[config.mk]
export PLATFORM = sky130hd
export DESIGN_NAME = fetch_realign_flat
export DESIGN_NICKNAME = d
export VERILOG_FILES = /design/src/rtl/fetch_realign_pkg.sv /design/src/rtl/fetch_realign_if.sv /design/src/rtl/fetch_realign_hq_fifo.sv /design/src/rtl/fetch_realign.sv /design/src/flat_wrapper.sv
export SDC_FILE = /design/constraint.sdc
export NUM_CORES = 1
export LEC_CHECK = 0
export ABC_AREA = 1
export CAP_MARGIN = 10
export CORE_MARGIN = 1.5
export CORE_UTILIZATION = 35
export CTS_CLUSTER_DIAMETER = 30
export DETAILED_ROUTE_END_ITERATION = 16
export SYNTH_ARGS = -nofsm -noshare
export SYNTH_HDL_FRONTEND = slang
export SYNTH_HIERARCHICAL = 1
export SYNTH_SLANG_ARGS = --single-unit
[constraint.sdc]
create_clock -name clk -period 2.85 [get_ports clk]
set_input_delay 0.4275 -clock clk [delete_from_list [all_inputs] [get_ports clk]]
set_output_delay 0.4275 -clock clk [all_outputs]
set_load 0.02 [all_outputs]
[src/rtl/fetch_realign_pkg.sv]
`default_nettype none
//------------------------------------------------------------------------------
// Module   : fetch_realign_pkg
// Purpose  : Shared types and helpers for the halfword fetch realignment block.
//            parcel_t      - one 16-bit instruction parcel
//            OPC_FULL      - low opcode bits that mark a 32-bit instruction
//            is_compressed - 1 when a parcel is a complete 16-bit instruction
// Revision : 1.0 - initial release
//------------------------------------------------------------------------------
package fetch_realign_pkg;

    typedef logic [15:0] parcel_t;

    localparam logic [1:0] OPC_FULL = 2'b11;

    function automatic logic is_compressed(input parcel_t p);
        return (p[1:0] != OPC_FULL);
    endfunction

endpackage
`default_nettype wire

[src/rtl/fetch_realign_if.sv]
`default_nettype none
//------------------------------------------------------------------------------
// Module   : fetch_realign_if
// Purpose  : Handshake bundle around the fetch realignment buffer.
//            Fetch side : word_valid/word_ready/word_data
//            Redirect   : flush/redirect_pc
//            Decode side: instr_valid/instr_ready/instr_data/instr_is_c/instr_pc
//            Perf       : cnt_c/cnt_full
//            master = fetch/decode environment, slave = realignment buffer.
// Revision : 1.0 - initial release
//------------------------------------------------------------------------------
interface fetch_realign_if;

    logic        word_valid;
    logic        word_ready;
    logic [31:0] word_data;
    logic        flush;
    logic [31:0] redirect_pc;
    logic        instr_valid;
    logic        instr_ready;
    logic [31:0] instr_data;
    logic        instr_is_c;
    logic [31:0] instr_pc;
    logic [31:0] cnt_c;
    logic [31:0] cnt_full;

    modport master (
        output word_valid, word_data, flush, redirect_pc, instr_ready,
        input  word_ready, instr_valid, instr_data, instr_is_c, instr_pc,
               cnt_c, cnt_full
    );

    modport slave (
        input  word_valid, word_data, flush, redirect_pc, instr_ready,
        output word_ready, instr_valid, instr_data, instr_is_c, instr_pc,
               cnt_c, cnt_full
    );

endinterface
`default_nettype wire

[src/rtl/fetch_realign_hq_fifo.sv]
`default_nettype none
//------------------------------------------------------------------------------
// Module   : fetch_realign_hq_fifo
// Purpose  : Halfword queue with a 2-wide push and a 1/2-wide pop.
//            clk, reset          - clock, synchronous active-high reset
//            clear               - empties the queue (redirect)
//            push_cnt, push_d0/1 - number of parcels written (0..2), d0 first
//            pop_cnt             - number of parcels removed (0..2)
//            head0, head1        - oldest and second-oldest parcels
//            count               - registered occupancy
//            Caller guarantees no overflow and no underflow.
// Revision : 1.0 - initial release
//------------------------------------------------------------------------------
module fetch_realign_hq_fifo
    import fetch_realign_pkg::*;
#(
    parameter int HQ_DEPTH = 4
) (
    input  wire logic                      clk,
    input  wire logic                      reset,
    input  wire logic                      clear,
    input  wire logic [1:0]                push_cnt,
    input  wire parcel_t                   push_d0,
    input  wire parcel_t                   push_d1,
    input  wire logic [1:0]                pop_cnt,
    output parcel_t                        head0,
    output parcel_t                        head1,
    output logic [$clog2(HQ_DEPTH):0]      count
);

    localparam int AW = $clog2(HQ_DEPTH);
    localparam int CW = AW + 1;

    parcel_t           r_mem [HQ_DEPTH];
    logic [AW-1:0]     r_wptr;
    logic [AW-1:0]     r_rptr;
    logic [CW-1:0]     r_count;
    logic [AW-1:0]     w_wptr_p1;
    logic [AW-1:0]     w_rptr_p1;

    assign w_wptr_p1 = r_wptr + AW'(1);
    assign w_rptr_p1 = r_rptr + AW'(1);

    assign head0 = r_mem[r_rptr];
    assign head1 = r_mem[w_rptr_p1];
    assign count = r_count;

    // Pointers wrap naturally because HQ_DEPTH is a power of two.
    always_ff @(posedge clk) begin
        if (reset || clear) begin
            r_wptr  <= '0;
            r_rptr  <= '0;
            r_count <= '0;
        end else begin
            r_wptr  <= r_wptr + AW'(push_cnt);
            r_rptr  <= r_rptr + AW'(pop_cnt);
            r_count <= r_count + CW'(push_cnt) - CW'(pop_cnt);
        end
    end

    // Storage needs no reset: occupancy alone decides what is visible.
    always_ff @(posedge clk) begin
        if (!clear) begin
            if (push_cnt != 2'd0) r_mem[r_wptr]    <= push_d0;
            if (push_cnt == 2'd2) r_mem[w_wptr_p1] <= push_d1;
        end
    end

endmodule
`default_nettype wire

[src/rtl/fetch_realign.sv]
`default_nettype none
//------------------------------------------------------------------------------
// Module   : fetch_realign
// Purpose  : Halfword realignment buffer between instruction fetch and the
//            RVC decompressor. Takes aligned 32-bit fetch words and emits one
//            instruction per handshake (16-bit parcel or 32-bit instruction,
//            including ones straddling two words), with its PC.
//            clk, reset  - clock, synchronous active-high reset
//            bus (slave) - fetch handshake, redirect, decode handshake, perf
// Config   : FETCH_PERF_CNT_EN - when defined, cnt_c/cnt_full count emitted
//            compressed / 32-bit instructions; otherwise both are tied to 0.
// Revision : 1.0 - initial release
//------------------------------------------------------------------------------
module fetch_realign
    import fetch_realign_pkg::*;
#(
    parameter int          HQ_DEPTH = 4,
    parameter logic [31:0] RESET_PC = 32'h0000_0000
) (
    input  wire logic      clk,
    input  wire logic      reset,
    fetch_realign_if.slave bus
);

    localparam int CW = $clog2(HQ_DEPTH) + 1;
    // Two free entries are needed for a full word; judged on the registered
    // count so a same-cycle pop never grants extra credit.
    localparam logic [CW-1:0] c_ready_max = CW'(HQ_DEPTH - 2);

    logic [CW-1:0] w_count;
    parcel_t       w_head0;
    parcel_t       w_head1;
    logic          w_head_c;
    logic          w_instr_valid;
    logic          w_word_ready;
    logic          w_accept;
    logic          w_pop;
    logic [1:0]    w_push_cnt;
    logic [1:0]    w_pop_cnt;
    parcel_t       w_push_d0;
    logic [31:0]   r_head_pc;
    logic          r_drop_low;
    logic          w_unused;

    fetch_realign_hq_fifo #(
        .HQ_DEPTH (HQ_DEPTH)
    ) u_hq (
        .clk      (clk),
        .reset    (reset),
        .clear    (bus.flush),
        .push_cnt (w_push_cnt),
        .push_d0  (w_push_d0),
        .push_d1  (bus.word_data[31:16]),
        .pop_cnt  (w_pop_cnt),
        .head0    (w_head0),
        .head1    (w_head1),
        .count    (w_count)
    );

    assign w_head_c = is_compressed(w_head0);

    // A 32-bit instruction needs both halves present; a lone upper half waits.
    assign w_instr_valid = !bus.flush &&
                           (w_head_c ? (w_count >= CW'(1)) : (w_count >= CW'(2)));
    assign w_word_ready  = !bus.flush && (w_count <= c_ready_max);
    assign w_accept      = bus.word_valid && w_word_ready;
    assign w_pop         = w_instr_valid && bus.instr_ready;

    // After a redirect to an odd halfword the low half of the first word
    // precedes the target and is discarded.
    assign w_push_cnt = !w_accept ? 2'd0 : (r_drop_low ? 2'd1 : 2'd2);
    assign w_push_d0  = r_drop_low ? bus.word_data[31:16] : bus.word_data[15:0];
    assign w_pop_cnt  = !w_pop ? 2'd0 : (w_head_c ? 2'd1 : 2'd2);

    always_ff @(posedge clk) begin
        if (reset) begin
            r_head_pc  <= RESET_PC;
            r_drop_low <= RESET_PC[1];
        end else if (bus.flush) begin
            r_head_pc  <= {bus.redirect_pc[31:1], 1'b0};
            r_drop_low <= bus.redirect_pc[1];
        end else begin
            if (w_pop)    r_head_pc  <= r_head_pc + (w_head_c ? 32'd2 : 32'd4);
            if (w_accept) r_drop_low <= 1'b0;
        end
    end

    assign bus.word_ready  = w_word_ready;
    assign bus.instr_valid = w_instr_valid;
    assign bus.instr_is_c  = w_instr_valid && w_head_c;
    assign bus.instr_pc    = r_head_pc;
    assign bus.instr_data  = !w_instr_valid ? 32'd0 :
                             (w_head_c ? {16'd0, w_head0} : {w_head1, w_head0});

`ifdef FETCH_PERF_CNT_EN
    logic [31:0] r_cnt_c;
    logic [31:0] r_cnt_full;

    // Counters survive a redirect; only reset clears them.
    always_ff @(posedge clk) begin
        if (reset) begin
            r_cnt_c    <= '0;
            r_cnt_full <= '0;
        end else if (w_pop) begin
            if (w_head_c) r_cnt_c    <= r_cnt_c + 32'd1;
            else          r_cnt_full <= r_cnt_full + 32'd1;
        end
    end

    assign bus.cnt_c    = r_cnt_c;
    assign bus.cnt_full = r_cnt_full;
`else
    assign bus.cnt_c    = 32'd0;
    assign bus.cnt_full = 32'd0;
`endif

    // Bit 0 of the redirect target is meaningless for halfword-aligned PCs.
    assign w_unused = bus.redirect_pc[0];

endmodule
`default_nettype wire

[src/flat_wrapper.sv]
// flat-port wrapper written by rule: the top's interface ports become plain ports
module fetch_realign_flat import fetch_realign_pkg::*;
#(
    parameter int          HQ_DEPTH = 4,
    parameter logic [31:0] RESET_PC = 32'h0000_0000
)
  (clk, reset, bus_word_valid, bus_word_data, bus_flush, bus_redirect_pc, bus_instr_ready, bus_word_ready, bus_instr_valid, bus_instr_data, bus_instr_is_c, bus_instr_pc, bus_cnt_c, bus_cnt_full);
  fetch_realign_if bus_i ();
  input  wire logic clk;
  input  wire logic reset;
  input wire logic [$bits(bus_i.word_valid)-1:0] bus_word_valid;
  input wire logic [$bits(bus_i.word_data)-1:0] bus_word_data;
  input wire logic [$bits(bus_i.flush)-1:0] bus_flush;
  input wire logic [$bits(bus_i.redirect_pc)-1:0] bus_redirect_pc;
  input wire logic [$bits(bus_i.instr_ready)-1:0] bus_instr_ready;
  output wire logic [$bits(bus_i.word_ready)-1:0] bus_word_ready;
  output wire logic [$bits(bus_i.instr_valid)-1:0] bus_instr_valid;
  output wire logic [$bits(bus_i.instr_data)-1:0] bus_instr_data;
  output wire logic [$bits(bus_i.instr_is_c)-1:0] bus_instr_is_c;
  output wire logic [$bits(bus_i.instr_pc)-1:0] bus_instr_pc;
  output wire logic [$bits(bus_i.cnt_c)-1:0] bus_cnt_c;
  output wire logic [$bits(bus_i.cnt_full)-1:0] bus_cnt_full;
  assign bus_i.word_valid = bus_word_valid;
  assign bus_i.word_data = bus_word_data;
  assign bus_i.flush = bus_flush;
  assign bus_i.redirect_pc = bus_redirect_pc;
  assign bus_i.instr_ready = bus_instr_ready;
  assign bus_word_ready = bus_i.word_ready;
  assign bus_instr_valid = bus_i.instr_valid;
  assign bus_instr_data = bus_i.instr_data;
  assign bus_instr_is_c = bus_i.instr_is_c;
  assign bus_instr_pc = bus_i.instr_pc;
  assign bus_cnt_c = bus_i.cnt_c;
  assign bus_cnt_full = bus_i.cnt_full;
  fetch_realign #(.HQ_DEPTH(HQ_DEPTH), .RESET_PC(RESET_PC)) u_core (.clk(clk), .reset(reset), .bus(bus_i));
endmodule
; Word level (Yosys, flattened, before mapping)
; Memories as Yosys holds them, arrays and structs flattened. A register that Yosys moved wholly into a read port is not among the register bits.
; Index checks and enable logic that the tools add are counted.
[classes]
addsub = 7
multipliers = 0
div = 0
magnitude_cmp = 3
eq_ne = 2
shift = 0
n_mux = 20
n_bitwise = 0
reduce_logical = 11
[op_table]
columns = op, count
row1 = two-way mux 32 bit, 4
row2 = adder 32 bit, 1
row3 = two-way mux 16 bit, 1
row4 = two-way mux 2 bit, 5
row5 = two-way mux 1 bit, 9
row6 = nonzero test 2 bit, 3
row7 = logical AND 1 bit, 5
row8 = "adder 2 x 1 -> 2 bit, second input constant", 2
row9 = adder 2 bit, 2
row10 = adder 3 x 2 -> 3 bit, 1
row11 = ">= comparator 3 x 1 -> 1 bit, second input constant", 1
row12 = ">= comparator 3 x 2 -> 1 bit, second input constant", 1
row13 = "<= comparator 3 x 2 -> 1 bit, second input constant", 1
row14 = two-way mux 3 bit, 1
row15 = subtractor 3 x 2 -> 3 bit, 1
row16 = "equality test 2 bit, second input constant", 1
row17 = "!= test 2 bit, second input constant", 1
row18 = OR reduction 2 bit, 1
row19 = zero test 1 bit, 1
row20 = logical OR 1 bit, 1
[totals]
register_bits = 40
latch_bits = 0
ram_bits = 64
romBits = 0
in_bits = 69
output_inout_bits = 131
word_cells = 50
mem_count = 1
[memory_table]
columns = name, depth, word_bits, read_ports, rd_ports_with_merged_regs, wr, line_no
row1 = u_core.u_hq.r_mem, 4, 16, 2, 1, 2, fetch_realign_hq_fifo.sv:34  ; parcel_t r_mem [HQ_DEPTH];

; Longest topological paths before layout
; Gate-level depths: netlist (run 1).
[depth]
ltp_word = 8
ltp_mapped = 22
mapped_depth_nobuf = 20

; Modules after synthesis
; Netlist (run 1), hierarchy kept.
[modules_own_cells]
columns = mod, instances, cells_per_inst, area_per_inst_um2, seq_area_each_um2
row1 = fetch_realign_hq_fifo, 1, 589, 4428.0, 2062.0
row2 = fetch_realign, 1, 610, 3427.0, 640.6

; Worst setup path before layout (run 1)
; Ideal clock, no wire load.
[synth_path]
path_kind = reg-to-reg
startpoint = register, netlist name u_core/u_hq/r_rptr[0]
endpoint = register u_core.u_hq.r_count[2], in the netlist u_core/u_hq/count[2]
setup_time_ns = 0.070
arrival_ns = 3.028
t_required_ns = 2.780
setup_slack_ns = -0.248
path_stages_with_launch = 22
path_buffers = 3
synth_period_minus_slack_ns = 3.098
path_cell_list = dfxtp_1 > buf_2 > buf_2 > nand2_1 > o211ai_1 > nand2_1 > nand2_4 > nand2_2 > nand2_2 > nand2_4 > inv_6 > nand2_8 > inv_2 > buf_4 > nand2_1 > inv_1 > inv_1 > fa_1 > fa_1 > inv_1 > nand3_1 > a21oi_1
[synth_lines]
columns = item, line_no
row1 = end signal: assignment, fetch_realign_hq_fifo.sv:57  ; r_count <= r_count + CW'(push_cnt) - CW'(pop_cnt);
row2 = end: declaration, fetch_realign_hq_fifo.sv:37  ; logic [CW-1:0] r_count;

; Worst setup path after layout (run 1)
[layout_path]
startpoint = register u_core.u_hq.r_rptr[0]
endpoint = output bus_instr_data[21]
[layout_via]
elab_chain_len = 4
[layout_rtl]
columns = item, line_no
row1 = start: declaration, fetch_realign_hq_fifo.sv:36  ; logic [AW-1:0] r_rptr;
row2 = start signal: assignment, fetch_realign_hq_fifo.sv:56  ; r_rptr <= r_rptr + AW'(pop_cnt);
row3 = adder 2 x 1 -> 2 bit, fetch_realign_hq_fifo.sv:42  ; assign w_rptr_p1 = r_rptr + AW'(1);
row4 = memory read (4 x 16 bit), n/a
row5 = net u_core.w_head1[5], fetch_realign.sv:32  ; parcel_t w_head1;
row6 = two-way mux 32 bit, fetch_realign.sv:93  ; (w_head_c ? {16'd0, w_head0} : {w_head1, w_head0});
row7 = two-way mux 32 bit, fetch_realign.sv:92  ; assign bus.instr_data = !w_instr_valid ? 32'd0 :
row8 = end: declaration, flat_wrapper.sv:18  ; output wire logic [$bits(bus_i.instr_data)-1:0] bus_instr_data;
; The timed path passes the listed nets, and every way through them passes these cells.

==> results of run 1 <==
-- stage by stage --
stage                     cell area (sq um)  power, W  cells  setup TNS (ns)
after CTS                              9587  0.003805   1608               0
after detailed placement               9285  0.002574   1589               0
after global placement                 9285  0.002565   1589               0
after global routing                   9623  0.003963   1610               0
final                                  9623  0.003788   1610               0
after floorplan                        8137  0.002306   1263          -14.43
-- metal layers --
metal / track usage / wire, microns
met5: 0 / 0
met4: 0.06181 / 376
met3: 0.03204 / 1793
met2: 0.3368 / 11280
met1: 0.2718 / 10320
-- critical path, cell delays in order, from the launching register on --
cell and delay (ns):
dfxtp_4 0.38, buf_4 0.22, or2_1 0.32, nand2_4 0.19, buf_4 0.18, nand2_1 0.05, nand2_1 0.12, nand3_1 0.10
inv_1 0.06, clkdlybuf4s15_1 0.34
-- where the power goes --
group          switching, W  total, W  internal [W]
Combinational      0.000517  0.000829      0.000313
Clock              0.000631   0.00125      0.000619
Sequential        0.0000591   0.00171       0.00165
Total               0.00121   0.00379       0.00258
-- Yosys cell counts (9+ instances only) --
| master | instances | area [sq um] |
|---|---|---|
| a21oi_1 | 50 | 250.2 |
| buf_2 | 19 | 95.09 |
| buf_4 | 68 | 510.5 |
| buf_6 | 11 | 123.9 |
| clkbuf_1 | 19 | 71.32 |
| dfxtp_1 | 39 | 780.8 |
| edfxtp_1 | 64 | 1922 |
| inv_1 | 110 | 412.9 |
| nand2_1 | 444 | 1667 |
| nand3_1 | 120 | 600.6 |
| nand3b_1 | 9 | 67.56 |
| nor2_1 | 92 | 345.3 |
| o211ai_1 | 18 | 135.1 |
| o21ai_0 | 69 | 345.3 |
-- cells by family (layout without fill, tap and decap cells) --
logic type      Yosys count  in the layout  synth area share
buf+inv                 241            308            0.1622
other cells               1             65         0.0004774
compound gates          147            147            0.1039
xor+xnor                  2              2          0.002230
simple gates            697            697            0.3726
flops                   103            103            0.3441
fa+ha+maj                 8              8           0.01465
-- cell type report --
| class | instances | share of cell area |
|---|---|---|
| timing repair buffer | 172 | 0.1753 |
| tap | 280 | 0.03641 |
| clock buffer | 10 | 0.02379 |
| multi-input combinational | 919 | 0.4286 |
| clock inverter | 6 | 0.006501 |
| sequential | 103 | 0.2814 |
| inverter | 120 | 0.04811 |
-- flip-flops by register name, summed over array words and instances, names as in the netlist --
name / count
u_core/r_drop_low: 1
u_core/u_hq/r_mem: 64
u_core/u_hq/count: 3
u_core/bus.instr_pc: 31
u_core/u_hq/r_rptr: 2
u_core/u_hq/r_wptr: 2
-- worst paths after layout --
kind	endpoint	slack [ns]
max	bus_instr_data[21]	0.11
min	u_core/bus.instr_pc[31]	0.50
max reg2reg	u_core/u_hq/count[2]	0.23
min reg2reg	u_core/bus.instr_pc[31]	0.50
-- what timing repair did --
| item | CTS | global route |
|---|---|---|
| resized for setup | 34 | 12 |
| buffers inserted | 3 | 2 |
| setup endpoints to repair | 34 | 10 |
| pin swaps | 1 | 2 |
==> impl_results.md, run 1 <==
- Status: finished clean
- P&R area growth vs syn: 22.51%
- CTS max path bufs: 2
- Initial DRT Pass Iterations: 6
- Multi-input gate area: 0.004124 sq mm
- Number of synthesized register bits: 103
- Fin. Hold Viols: 0
- Cts hold-fix bufs: 0
- Post-Route WL: 23.78 mm
- Final setup margin: 0.1079 ns
- RSZ-0062 raised after global routing: no
- Vias per cell: 4.874
- Post-Syn Instances: 1199
- Post-synth EDFFs: 64
- Largest net degree at the start of global routing: 65
- Detailed Route Iter0 Violations: 548
- Placer Congestion: 0.8745
- YS warnings: 6
- Latest clock arrival within the worst-skew pair: 0.37 ns
- FF-to-FF Start: u_core/u_hq/r_mem[2][0]
- Fmax: 364.7 MHz
- Vias in the first global route: 7053
- Die footprint: 0.02335 sq mm
- Pleak: 4.495 nW
- Most frequent cells in the layout: nand2_1, nand3_1, inv_1
- Post-synth cell types: 43
- CTS Buf Count: 9
- Final period utilization: 0.9621
- Sequential area share after synthesis: 0.3441
- I/O pins: 200
- Async set or reset register ratio after synthesis: 0
- Place WS: 0.1046 ns
- Cell row count: 54
- Worst Reg-to-Reg Cells: 17
- Arrival time worst endpoint: 2.31 ns
- Commonest non-fill, non-tap cell in the layout: nand2_1
- Clock skew: 0.01268 ns
- Dpl hpwl: 17.04 mm
- Core area: 0.02189 sq mm
- Sequential cell area: 0.002708 sq mm
- Post-Route Utilization: 0.4396
- Finish-stage setup viols: 0
- Overall Global Routing Usage: 0.2030
- Htree depth: 3
- Final ANT Viol Nets: 0
- Peak VDD IR: 232.5 uV
- Type of the tightest min-delay check: flip-flop to flip-flop
- Clock sink count: 103
- Setup CP Type: flip-flop to output pin
- CP Max Fanout: 25
- Fin crit period: 2.742 ns
- Root buffer cell: clkbuf_16
- WP data required: 2.42 ns
- Chip height: 152.8 microns
- Initial Utilization: 0.3588
- CTS tree: done
- First-pass GRT wire length: 37.58 mm
- Max-slew violations: 0
- Clk slew on worst S/H paths: 0.07 ns
- Min-delay src: u_core/bus.instr_pc[31]
- Vias: 7847
- Total congestion overflow: 0
- Post-Synthesis Cell Area: 0.007855 sq mm
- Initial antenna violation count: 0
- Mean Syn Cell Area: 6.551 sq um
- Fill count: 2329
- Avg WL per Cell: 14.77 microns
- Crit. End Element: output pin
- Start point of the critical path: u_core/u_hq/r_rptr[0]
- Synth Flop Type: edfxtp_1
- Number of port buffers: 133
- Min-Delay Path Depth: 2
- Die Width: 152.8 microns
- CP Launch Type: flip-flop
- Max-Cap Viols: 0
- Layout cell share with drive strength beyond 1: 0.06391
- Total Nets Final: 1402
- ANT cells: 0
- Remaining DRCs: 0
- PwrDens: 393.6 mW/mm^2
- Final hold slack: 0.5015 ns
No activity file was read; power rests on OpenSTA's default activity.
==> inputs of run 2 (changes only) <==
Settings changed: ABC_AREA 1 to not set, CAP_MARGIN 10 to 20.
==> run 2 against run 1 <==
Combinational power decreased by 9.2%. Sequential power about the same. Non-clock buffer count increased by 2. Largest power group unchanged. Worst hold slack improved by 0.026 ns. Largest cell class unchanged.
==> impl_results.md, run 2 <==
- Status: finished clean
- PwrDens: 435.3 mW/mm^2 (+11%)
- Most frequent cells in the layout: clkdlybuf4s50_1, mux2_2, conb_1
- P&R area growth vs syn: 30.02%
- Initial antenna violation count: 0 (unchanged)
- Total Nets Final: 808 (-42%)
- Layout cell share with drive strength beyond 1: 0.2894 (+0.2255)
- Die footprint: 0.01987 sq mm (-15%)
- Clk pwr share: 0.348 (+0.018)
- Commonest non-fill, non-tap cell in the layout: clkdlybuf4s50_1
- Min-Delay Path Depth: 2 (unchanged)
- Internal: 0.002720 W (+5.4%)
- Htree depth: 3 (unchanged)
- Detailed Route Iter0 Violations: 262 (-52%)
- Placer Congestion: 0.8467 (-3.2%)
- Synth top area cells: edfxtp_1, mux2_2, dfxtp_1, mux4_2, buf_4
- Fmax: 358.2 MHz (-1.8%)
- Post-Route WL: 17.53 mm (-26%)
- Worst slew pin tran: 0.6759 ns
- Switching share of power: 0.2785 (-0.04007)
- Finish-stage setup viols: 0 (unchanged)
- R2R setup slack: 0.06 ns (-0.17 ns)
- ANT cells: 0 (unchanged)
- Clk slew on worst S/H paths: 0.08 ns (about the same)
- Arrival time worst endpoint: 3.06 ns (+0.75 ns)
- Chip height: 141.0 microns (-7.8%)
- Total Neg Setup Slack: 0 ns (unchanged)
- Latest clock arrival within the worst-skew pair: 0.34 ns (-0.03 ns)
- Total congestion overflow: 0 (unchanged)
- Top-count cell post-synth: mux2_2
- Sequential area share after synthesis: 0.4057 (+0.06165)
- Worst reg2reg endpoint: u_core/u_hq/count[2]
- FF-to-FF Start: u_core/u_hq/r_rptr[1]
- Number of synthesized register bits: 103 (unchanged)
- Slew HR: 0.5480
- CTS max path bufs: 2 (unchanged)
- Root buffer cell: clkbuf_16
- RSZ-0062 raised after global routing: yes
- WP data required: 3.12 ns (+0.70 ns)
- Overall Global Routing Usage: 0.1754 (-0.02765)
- CP Launch Type: flip-flop
- Type of the tightest min-delay check: flip-flop to flip-flop
- Synth Flop Type: edfxtp_1
- Setup CP Type: flip-flop to flip-flop
- Avg WL per Cell: 18.07 microns (+22%)
- Clock sink count: 103 (unchanged)
- Largest net degree at the start of global routing: 32 (-51%)
- Max FFs per register: 64 (unchanged)
- Post-synth cell types: 46 (+7.0%)
- Peak VDD IR: 368.7 uV (+59%)
- Mean Syn Cell Area: 11.50 sq um (+76%)
- Pwr Total: 0.003770 W (-0.47%)
- Final ANT Viol Nets: 0 (unchanged)
- Initial DRT Pass Iterations: 4 (-2)
- Async set or reset register ratio after synthesis: 0 (unchanged)
- Pleak: 3.105 nW (-31%)
- CP Max Fanout: 4 (-84%)
- Max-slew violations: 0 (unchanged)
- Cell row count: 50 (-7.4%)
- Final hold slack: 0.5274 ns (+0.02583 ns)
- Number of port buffers: 133 (unchanged)
- Reg with most FFs: u_core/u_hq/r_mem
- Biggest area consumer among synthesized cells: edfxtp_1
- CTS tree: done
- Post-synth EDFFs: 64 (unchanged)
- Min-delay src: u_core/bus.instr_pc[22]
- Synth top area share: 0.2885 (+0.04384)
- Die Width: 141.0 microns (-7.8%)
- Clock skew: 0.008950 ns (-0.003729 ns)
- Seq pwr share: 0.452 (about the same)
- Post-synth top cells: mux2_2, buf_4, edfxtp_1
- YS warnings: 6 (unchanged)
- Post-Syn Instances: 579 (-52%)
- Comb pwr share: 0.200 (-0.019)
- Worst Reg-to-Reg Cells: 10 (-7)
- Final period utilization: 0.9795 (+0.01737)
- I/O pins: 200 (unchanged)
- Remaining DRCs: 0 (unchanged)
- Dpl hpwl: 12.31 mm (-28%)
- Vias in the first global route: 4993 (-29%)
- Max-Cap Viols: 0 (unchanged)
- Fin. Hold Viols: 0 (unchanged)
- Initial Utilization: 0.3561 (-0.002704)
- Hold path endpoint: u_core/bus.instr_pc[22]
- Crit. End Element: flip-flop
- Fin crit period: 2.792 ns (+0.04952 ns)
- Vias per cell: 5.156 (+5.8%)
- Switching Power: 0.001050 W (-13%)
- Core area: 0.01871 sq mm (-15%)
- Vias: 5001 (-36%)
- CTS Buf Count: 9 (unchanged)
- First-pass GRT wire length: 26.89 mm (-28%)
- Post-Synthesis Cell Area: 0.006661 sq mm (-15%)
==> run 2: kinds of logic (layout without fill, tap and decap cells) <==
family,Yosys count,after routing,share of synthesized area
other cells,1,65,0.0005629
fa+ha+maj,8,8,0.01728
simple gates,153,153,0.1272
mux,112,112,0.2434
compound gates,66,67,0.07025
flops,103,103,0.4057
buf+inv,114,206,0.1067
xor+xnor,22,22,0.02893
==> run 2: cell type report <==
cell class / instances / area [sq um]
clock buffers: 9 / 225.2
clock inverters: 7 / 92.59
fillers: 1709 / 10040
inverters: 16 / 60.06
multi-input cells: 427 / 3610
flip-flops and latches: 103 / 2706
well taps: 234 / 292.8
repair buffers: 174 / 1674
==> run 2: critical path, stage by stage (launching register included) <==
cell	delay (ns)
dfxtp_4	0.37
mux4_2	0.57
a21bo_4	0.25
a21oi_4	0.15
nand2_2	0.10
nor2_2	0.11
inv_1	0.06
fa_1	0.45
fa_2	0.35
xnor2_1	0.13
nor3_1	0.17
==> run 2: metal layers <==
layer	vias up	wire (microns)	global-route usage
met5	-	0	0
met4	0	266	0.05318
met3	19	1260	0.04212
met2	217	8669	0.3036
met1	2434	7334	0.2167
li1	2331	-	-
==> run 2: worst max path at each step <==
stage	startpoint	to	slack, ns	cells after the start
2_1_floorplan	u_core/u_hq/r_rptr[1]	u_core/u_hq/count[1]	-0.11	11
3_3_place_gp	bus_flush	bus_instr_data[16]	0.05	6
3_5_place_dp	u_core/u_hq/r_rptr[1]	u_core/u_hq/count[1]	0.03	9
4_1_cts	u_core/u_hq/r_rptr[1]	bus_instr_data[11]	0.002	6
5_1_grt	u_core/u_hq/r_mem[0][0]	u_core/u_hq/count[2]	-0.07	10
6_report	u_core/u_hq/r_rptr[1]	u_core/u_hq/count[2]	0.06	10
==> run 2: power by group through the flow <==
stage / Sequential (W) / Combinational (W) / Clock, W
2_1_floorplan: 0.00176 / 0.000471 / 0
3_3_place_gp: 0.00174 / 0.000744 / 0
3_5_place_dp: 0.00174 / 0.000756 / 0
4_1_cts: 0.00171 / 0.000751 / 0.00136
5_1_grt: 0.00171 / 0.000815 / 0.00141
6_report: 0.00171 / 0.000753 / 0.00131
==> run 2: timing repair <==
item                                    CTS  global route
hold endpoints to repair                  0             0
hold buffers                              0             0
pin swaps                                 0             7
buffers inserted                          0             3
endpoints found under the setup margin   32            32
gates resized for setup                  52            23
gates cloned                              0             1
==> run 2: per-stage QoR <==
stage / setup slack, ns / cells / util / area, sq um
2_1_floorplan: -0.1064 / 643 / - / 6992
3_3_place_gp: 0.04679 / 950 / 0.4445 / 8314
3_5_place_dp: 0.02742 / 950 / 0.4445 / 8314
4_1_cts: 0.001807 / 966 / 0.4607 / 8617
5_1_grt: -0.07158 / 970 / 0.4630 / 8661
6_report: 0.05839 / 970 / 0.4630 / 8661
